## config.mk

```make
export PLATFORM = sky130hd
export DESIGN_NAME = hex_seg_decoder
export DESIGN_NICKNAME = d
export VERILOG_FILES = /design/src/rtl/seg_codes_pkg.sv /design/src/rtl/seg_pattern_lut.sv /design/src/rtl/hex_seg_decoder.sv
export SDC_FILE = /design/constraint.sdc
export NUM_CORES = 1
export LEC_CHECK = 0
export BUFFER_PORTS_ARGS = -buffer_cell sky130_fd_sc_hd__buf_4
export CAP_MARGIN = 20
export CORE_MARGIN = 1
export CORE_UTILIZATION = 45
export DETAILED_ROUTE_END_ITERATION = 10
export PLACE_DENSITY = 0.73
export SYNTH_ARGS = -nofsm -noshare
export SYNTH_HDL_FRONTEND = slang
export SYNTH_SLANG_ARGS = --single-unit
export TNS_END_PERCENT = 50
```

## constraint.sdc

```tcl
create_clock -name CLK -period 2 [get_ports CLK]
set_clock_uncertainty 0.05 [all_clocks]
set_input_delay 0.3 -clock CLK [delete_from_list [all_inputs] [get_ports CLK]]
set_output_delay 0.3 -clock CLK [all_outputs]
set_load 0.1 [all_outputs]
```

## src/rtl/seg_codes_pkg.sv

```systemverilog
// Shared seven-segment codes (active-low, g..a in bits 6..0), symbol classes
// and the handshake FSM encoding for the HEX readback decoder.
package seg_codes_pkg;

  localparam logic [6:0] SEG_0 = 7'h40;
  localparam logic [6:0] SEG_1 = 7'h79;
  localparam logic [6:0] SEG_2 = 7'h24;
  localparam logic [6:0] SEG_3 = 7'h30;
  localparam logic [6:0] SEG_4 = 7'h19;
  localparam logic [6:0] SEG_5 = 7'h12;
  localparam logic [6:0] SEG_6 = 7'h02;
  localparam logic [6:0] SEG_7 = 7'h78;
  localparam logic [6:0] SEG_8 = 7'h00;
  localparam logic [6:0] SEG_9 = 7'h10;
  localparam logic [6:0] SEG_A = 7'h08;
  localparam logic [6:0] SEG_B = 7'h03;
  localparam logic [6:0] SEG_C = 7'h46;
  localparam logic [6:0] SEG_D = 7'h21;
  localparam logic [6:0] SEG_E = 7'h06;
  localparam logic [6:0] SEG_F = 7'h0E;

  localparam logic [6:0] SEG_L     = 7'h47;
  localparam logic [6:0] SEG_BLANK = 7'h7F;

  localparam logic [1:0] KIND_DIGIT   = 2'b00;
  localparam logic [1:0] KIND_L       = 2'b01;
  localparam logic [1:0] KIND_BLANK   = 2'b10;
  localparam logic [1:0] KIND_INVALID = 2'b11;

  localparam logic [0:0] ST_IDLE  = 1'b0;
  localparam logic [0:0] ST_VALID = 1'b1;

  typedef struct packed {
    logic [7:0] raw;
    logic [3:0] nibble;
    logic [1:0] kind;
    logic       dp;
  } seg_result_t;

endpackage

```

## src/rtl/seg_pattern_lut.sv

```systemverilog
// Combinational segment-pattern classifier: g..a bits to nibble and symbol class.
module seg_pattern_lut
  import seg_codes_pkg::*;
(
  input  logic [6:0] segs,
  output logic [3:0] nibble,
  output logic [1:0] kind
);

  always_comb begin
    nibble = 4'h0;
    kind   = KIND_DIGIT;
    case (segs)
      SEG_0:     nibble = 4'h0;
      SEG_1:     nibble = 4'h1;
      SEG_2:     nibble = 4'h2;
      SEG_3:     nibble = 4'h3;
      SEG_4:     nibble = 4'h4;
      SEG_5:     nibble = 4'h5;
      SEG_6:     nibble = 4'h6;
      SEG_7:     nibble = 4'h7;
      SEG_8:     nibble = 4'h8;
      SEG_9:     nibble = 4'h9;
      SEG_A:     nibble = 4'hA;
      SEG_B:     nibble = 4'hB;
      SEG_C:     nibble = 4'hC;
      SEG_D:     nibble = 4'hD;
      // The letter 'E' shares this pattern; it always reads back as digit E.
      SEG_E:     nibble = 4'hE;
      SEG_F:     nibble = 4'hF;
      SEG_L:     kind = KIND_L;
      SEG_BLANK: kind = KIND_BLANK;
      default:   kind = KIND_INVALID;
    endcase
  end

endmodule

```

## src/rtl/hex_seg_decoder.sv

```systemverilog
// Stability-filtered readback of an active-low HEX display bus; each new
// stable pattern is decoded and offered once over a valid/ready handshake.
module hex_seg_decoder
  import seg_codes_pkg::*;
#(
  parameter int STABLE_CYCLES = 4
)
(
  input  logic       CLK,
  input  logic       RST,
  input  logic [7:0] HEX_IN,
  input  logic       OUT_READY,
  output logic       OUT_VALID,
  output logic [3:0] NIBBLE,
  output logic [1:0] KIND,
  output logic       DP,
  output logic [7:0] RAW,
  output logic       OVERRUN
);

  // Handshake: a result transfers on a rising edge where OUT_VALID and
  // OUT_READY are both high; OUT_VALID never waits on OUT_READY, and the
  // result holds until transfer unless a newer pattern overwrites it.

  localparam int              CNT_W   = $clog2(STABLE_CYCLES + 1);
  localparam logic [CNT_W-1:0] CNT_MAX = CNT_W'(STABLE_CYCLES);

  logic [7:0]       s_q, s_d;
  logic [CNT_W-1:0] cnt_q, cnt_d;
  logic [7:0]       last_q, last_d;
  logic             last_vld_q, last_vld_d;
  logic [0:0]       state_q, state_d;
  seg_result_t      res_q, res_d;
  logic             ovr_q, ovr_d;
  logic             qualify;
  logic [3:0]       lut_nibble;
  logic [1:0]       lut_kind;

  seg_pattern_lut u_lut (
    .segs   (s_q[6:0]),
    .nibble (lut_nibble),
    .kind   (lut_kind)
  );

  always_comb begin
    s_d = HEX_IN;
    if (HEX_IN != s_q)
      cnt_d = '0;
    else if (cnt_q == CNT_MAX)
      cnt_d = cnt_q;
    else
      cnt_d = cnt_q + CNT_W'(1);

    // Qualify on the edge the counter reaches its limit, so the result is
    // visible right after edge STABLE_CYCLES+1 of the new value.
    qualify = (cnt_d == CNT_MAX) && (!last_vld_q || (s_q != last_q));

    last_d     = last_q;
    last_vld_d = last_vld_q;
    res_d      = res_q;
    ovr_d      = ovr_q;
    state_d    = state_q;

    if (qualify) begin
      last_d     = s_q;
      last_vld_d = 1'b1;
      res_d      = '{raw: s_q, nibble: lut_nibble, kind: lut_kind, dp: ~s_q[7]};
      state_d    = ST_VALID;
      if ((state_q == ST_VALID) && !OUT_READY)
        ovr_d = 1'b1;
    end else if ((state_q == ST_VALID) && OUT_READY) begin
      state_d = ST_IDLE;
    end
  end

  always_ff @(posedge CLK) begin
    if (RST) begin
      s_q        <= 8'hFF;
      cnt_q      <= '0;
      last_q     <= 8'hFF;
      last_vld_q <= 1'b0;
      state_q    <= ST_IDLE;
      res_q      <= '{raw: 8'hFF, nibble: 4'h0, kind: KIND_BLANK, dp: 1'b0};
      ovr_q      <= 1'b0;
    end else begin
      s_q        <= s_d;
      cnt_q      <= cnt_d;
      last_q     <= last_d;
      last_vld_q <= last_vld_d;
      state_q    <= state_d;
      res_q      <= res_d;
      ovr_q      <= ovr_d;
    end
  end

  assign OUT_VALID = (state_q == ST_VALID);
  assign NIBBLE    = res_q.nibble;
  assign KIND      = res_q.kind;
  assign DP        = res_q.dp;
  assign RAW       = res_q.raw;
  assign OVERRUN   = ovr_q;

endmodule

```

==> reports/qor.csv <==
metric,value,unit
Synth area leaders,"dfxtp_1 (36%), xor2_1 (7.1%), a211o_1 (4.4%)",
worst skew pair latency,0.34,ns
cells on worst reg2reg path,7,
Layout area overhead,28.9,%
DIE HEIGHT,61.8,um
CTS tree,yes,
routed len/inst,13.4,um
Post-Synthesis Cells,182,
initial core utilization,47.5,%
CP Data Required Time,2.16,ns
status,"complete, no violations",
clock sink total,29,
Num CTS Buffers,5,
worst r2r src,s_q[1],
Max Buffers Root-to-Sink,2,
hold path cells,2,
antenna diode count,0,
Max IR drop VDD,275,uV
Final ANT Viol Nets,0,
Worst setup EP type,flip-flop,
Hold Startpoint,HEX_IN[6],
top-area cell type share of the netlist area,36.1,%
# hold bufs at CTS,0,
DRC,0,
Max Fclk,507,MHz
endpoints failing setup,0,
"Slew Viols, Final",0,
Tmin final,1.97,ns
register-to-register setup slack,0.03,ns
Top Ports,28,
all-layer global routing usage,20.5,%
worst rel slew slack,68.4,%
Worst Hold Class,input pin to flip-flop,
via-per-instance ratio,5.39,
met3 routed WL,138,um
Via Count,1413,
startpoint types,flip-flop,
Initial DRT Pass Iterations,4,
# nets final,228,
FF-to-FF End,NIBBLE[3],
post-route insts no fill,262,
dpl hpwl,2450,um
max cap viols,0,
first-pass GRT wire length,5670,um
total gr overflow,0,
Fin. Hold Viols,0,
CTS Root Cell,clkbuf_4,
"Design Area, Final",2070,um^2
Chip Width,61.8,um
mapped cell area,1610,um^2
placer congestion estimate,0.891,
core area,3390,um^2
initial antenna violation count,0,
Cell variety after synth,42,
vias in the first global route,1368,
average size of a mapped cell,8.84,um^2
critical path class,flip-flop to flip-flop,
crit path DAT,2.14,ns
worst-path fanout max,13,
Port Buffers,27,
# rows,21,
initial drt markers,45,
H-tree levels,2,
LEAKAGE,0.767,nW
DR WL met2,1810,um
end of the worst hold path,s_q[6],
fraction of layout cells with a size suffix above 1,38.4,%
post-synthesis sequential area ratio,36.1,%
placed cell area,1930,um^2
Yosys top cell by area,dfxtp_1,
WL met1,1530,um
Pwr Density,538,nW/um^2
DR top layer,met4,
RSZ-0062 raised after global routing,true,
DIE AREA,3820,um^2
crit share post-route,98.6,%
total routed wirelength,3520,um
Clock Pin Slew Worst Setup and Hold Paths,0.09,ns
synth warn,0,
Synth Net Count,195,
DP Cell Count,252,
largest net degree at the start of global routing,29,
Worst-Margin Slew,0.468,ns
synthesized flop and latch total,29,
-- power breakdown --
part           switching (mW)  internal, mW  total [mW]
Combinational          0.0864        0.0706       0.157
Sequential            0.00824         0.576       0.584
Clock                   0.202         0.173       0.375
-- state kept, by name (all words and copies together) (netlist names) --
signal / count
last_vld_q: 1
cnt_q: 3
s_q: 8
RAW: 8
OVERRUN: 1
NIBBLE: 4
KIND: 2
DP: 1
OUT_VALID: 1
-- Yosys cell counts --
cell type	n
a31oi_4	1
buf_6	3
xnor2_1	6
a21oi_1	6
or2_2	9
nor4_1	2
o32ai_1	1
a32o_1	1
and3_1	3
a211o_1	8
nor4b_1	1
nor4_2	1
buf_2	3
clkbuf_1	9
o2111ai_2	1
o21bai_1	1
inv_1	9
mux2i_1	2
nand3b_1	3
nor4_4	1
a31oi_1	5
o211ai_1	2
dfxtp_1	29
o41ai_1	2
or3_1	2
nor3b_1	2
nand4_1	4
nor2_1	18
nor3_1	3
a32oi_1	1
nor2b_1	8
a311oi_1	1
o21ai_0	4
nor2_2	2
xor2_1	13
buf_1	1
nand3_1	2
and2_1	2
a211oi_2	3
ha_1	2
nand2_1	4
a211oi_1	1
-- layout make-up --
| type | instances | area (um^2) |
|---|---|---|
| fillers | 306 | 1320 |
| clock buffers | 8 | 58.8 |
| well taps | 46 | 57.6 |
| inverters | 9 | 33.8 |
| repair buffers | 42 | 362 |
| flip-flops and latches | 29 | 614 |
| multi-input cells | 128 | 948 |
-- what timing repair did --
item / CTS / global route
setup buffers: 0 / 1
endpoints found under the hold margin: 0 / 0
pin swaps: 0 / 9
cloned: 0 / 1
setup endpoints to repair: 12 / 12
gates resized for setup: 3 / 10
-- cell usage in the layout, fill, tap and decap left out, types with 2 or more instances in the layout --
cell type and instances:
inv_1 9, and2_1 2, nor4_4 2, o21ai_0 3, nand3b_1 3, nor2_2 2
a21oi_1 6, dfxtp_1 18, nor2_1 18, clkbuf_4 5, dfxtp_2 3, or3_1 2
nand3_1 2, clkbuf_1 2, o41ai_1 2, nor3_1 3, nand4_1 4, buf_4 38
mux2i_1 2, nand2_1 4, a211oi_2 3, xor2_2 2, and3_1 3, dfxtp_4 8
nor2b_1 7, a211o_1 8, buf_12 2, xnor2_1 6, or2_2 9, xor2_1 11
a31oi_1 5, o211ai_1 2
-- cell families (layout without fill, tap and decap cells) --
kind of cell	count (synthesis)	in the layout	synth area share (%)
xor gates and xnor gates	19	19	10.3
and+or+nand+nor	67	67	24.1
DFF	29	29	36.1
AOI/OAI and AO/OA	38	38	19.2
buffers and inverters	25	59	7.46
muxes	2	2	1.24
adders and majority gates	2	2	1.55
-- how the worst max path moves through the flow --
stage                    from        end  slack [ns]  cells past startpoint
floorplan              s_q[3]         DP        0.05                      8
CTS                    s_q[7]     RAW[4]       0.003                      7
detailed placement   cnt_q[0]  NIBBLE[3]       -0.06                      8
global placement    HEX_IN[7]  NIBBLE[3]      -0.003                      8
global route           s_q[2]  NIBBLE[3]       -0.03                      7
finish                 s_q[1]  NIBBLE[3]        0.03                      7
-- critical path, stage by stage (launching register included) --
cell	delay, ns
dfxtp_4	0.37
xor2_2	0.15
nor4_4	0.30
o2111ai_2	0.20
a31oi_4	0.32
buf_6	0.21
mux2i_1	0.19
nor2_1	0.05
-- layer usage --
metal  GRT usage, %  vias to the layer above
met1           23.1                      677
met2           35.8                       31
met4           8.57                        0
li1               -                      701
met3           6.42                        4
met5              0                        -
-- metrics by stage --
step / hold slack, ns / util, % / power (mW) / setup slack [ns] / setup TNS (ns)
2_1_floorplan: 0.357 / - / 0.695 / 0.0482 / 0
3_3_place_gp: 0.412 / 57.0 / 0.738 / -0.00284 / -0.00284
3_5_place_dp: 0.418 / 57.0 / 0.744 / -0.0637 / -0.281
4_1_cts: 0.106 / 59.1 / 1.12 / 0.00274 / 0
5_1_grt: 0.101 / 61.2 / 1.17 / -0.0294 / -0.0835
6_report: 0.111 / 61.2 / 1.12 / 0.0279 / 0
No activity file was read; power rests on OpenSTA's default activity.
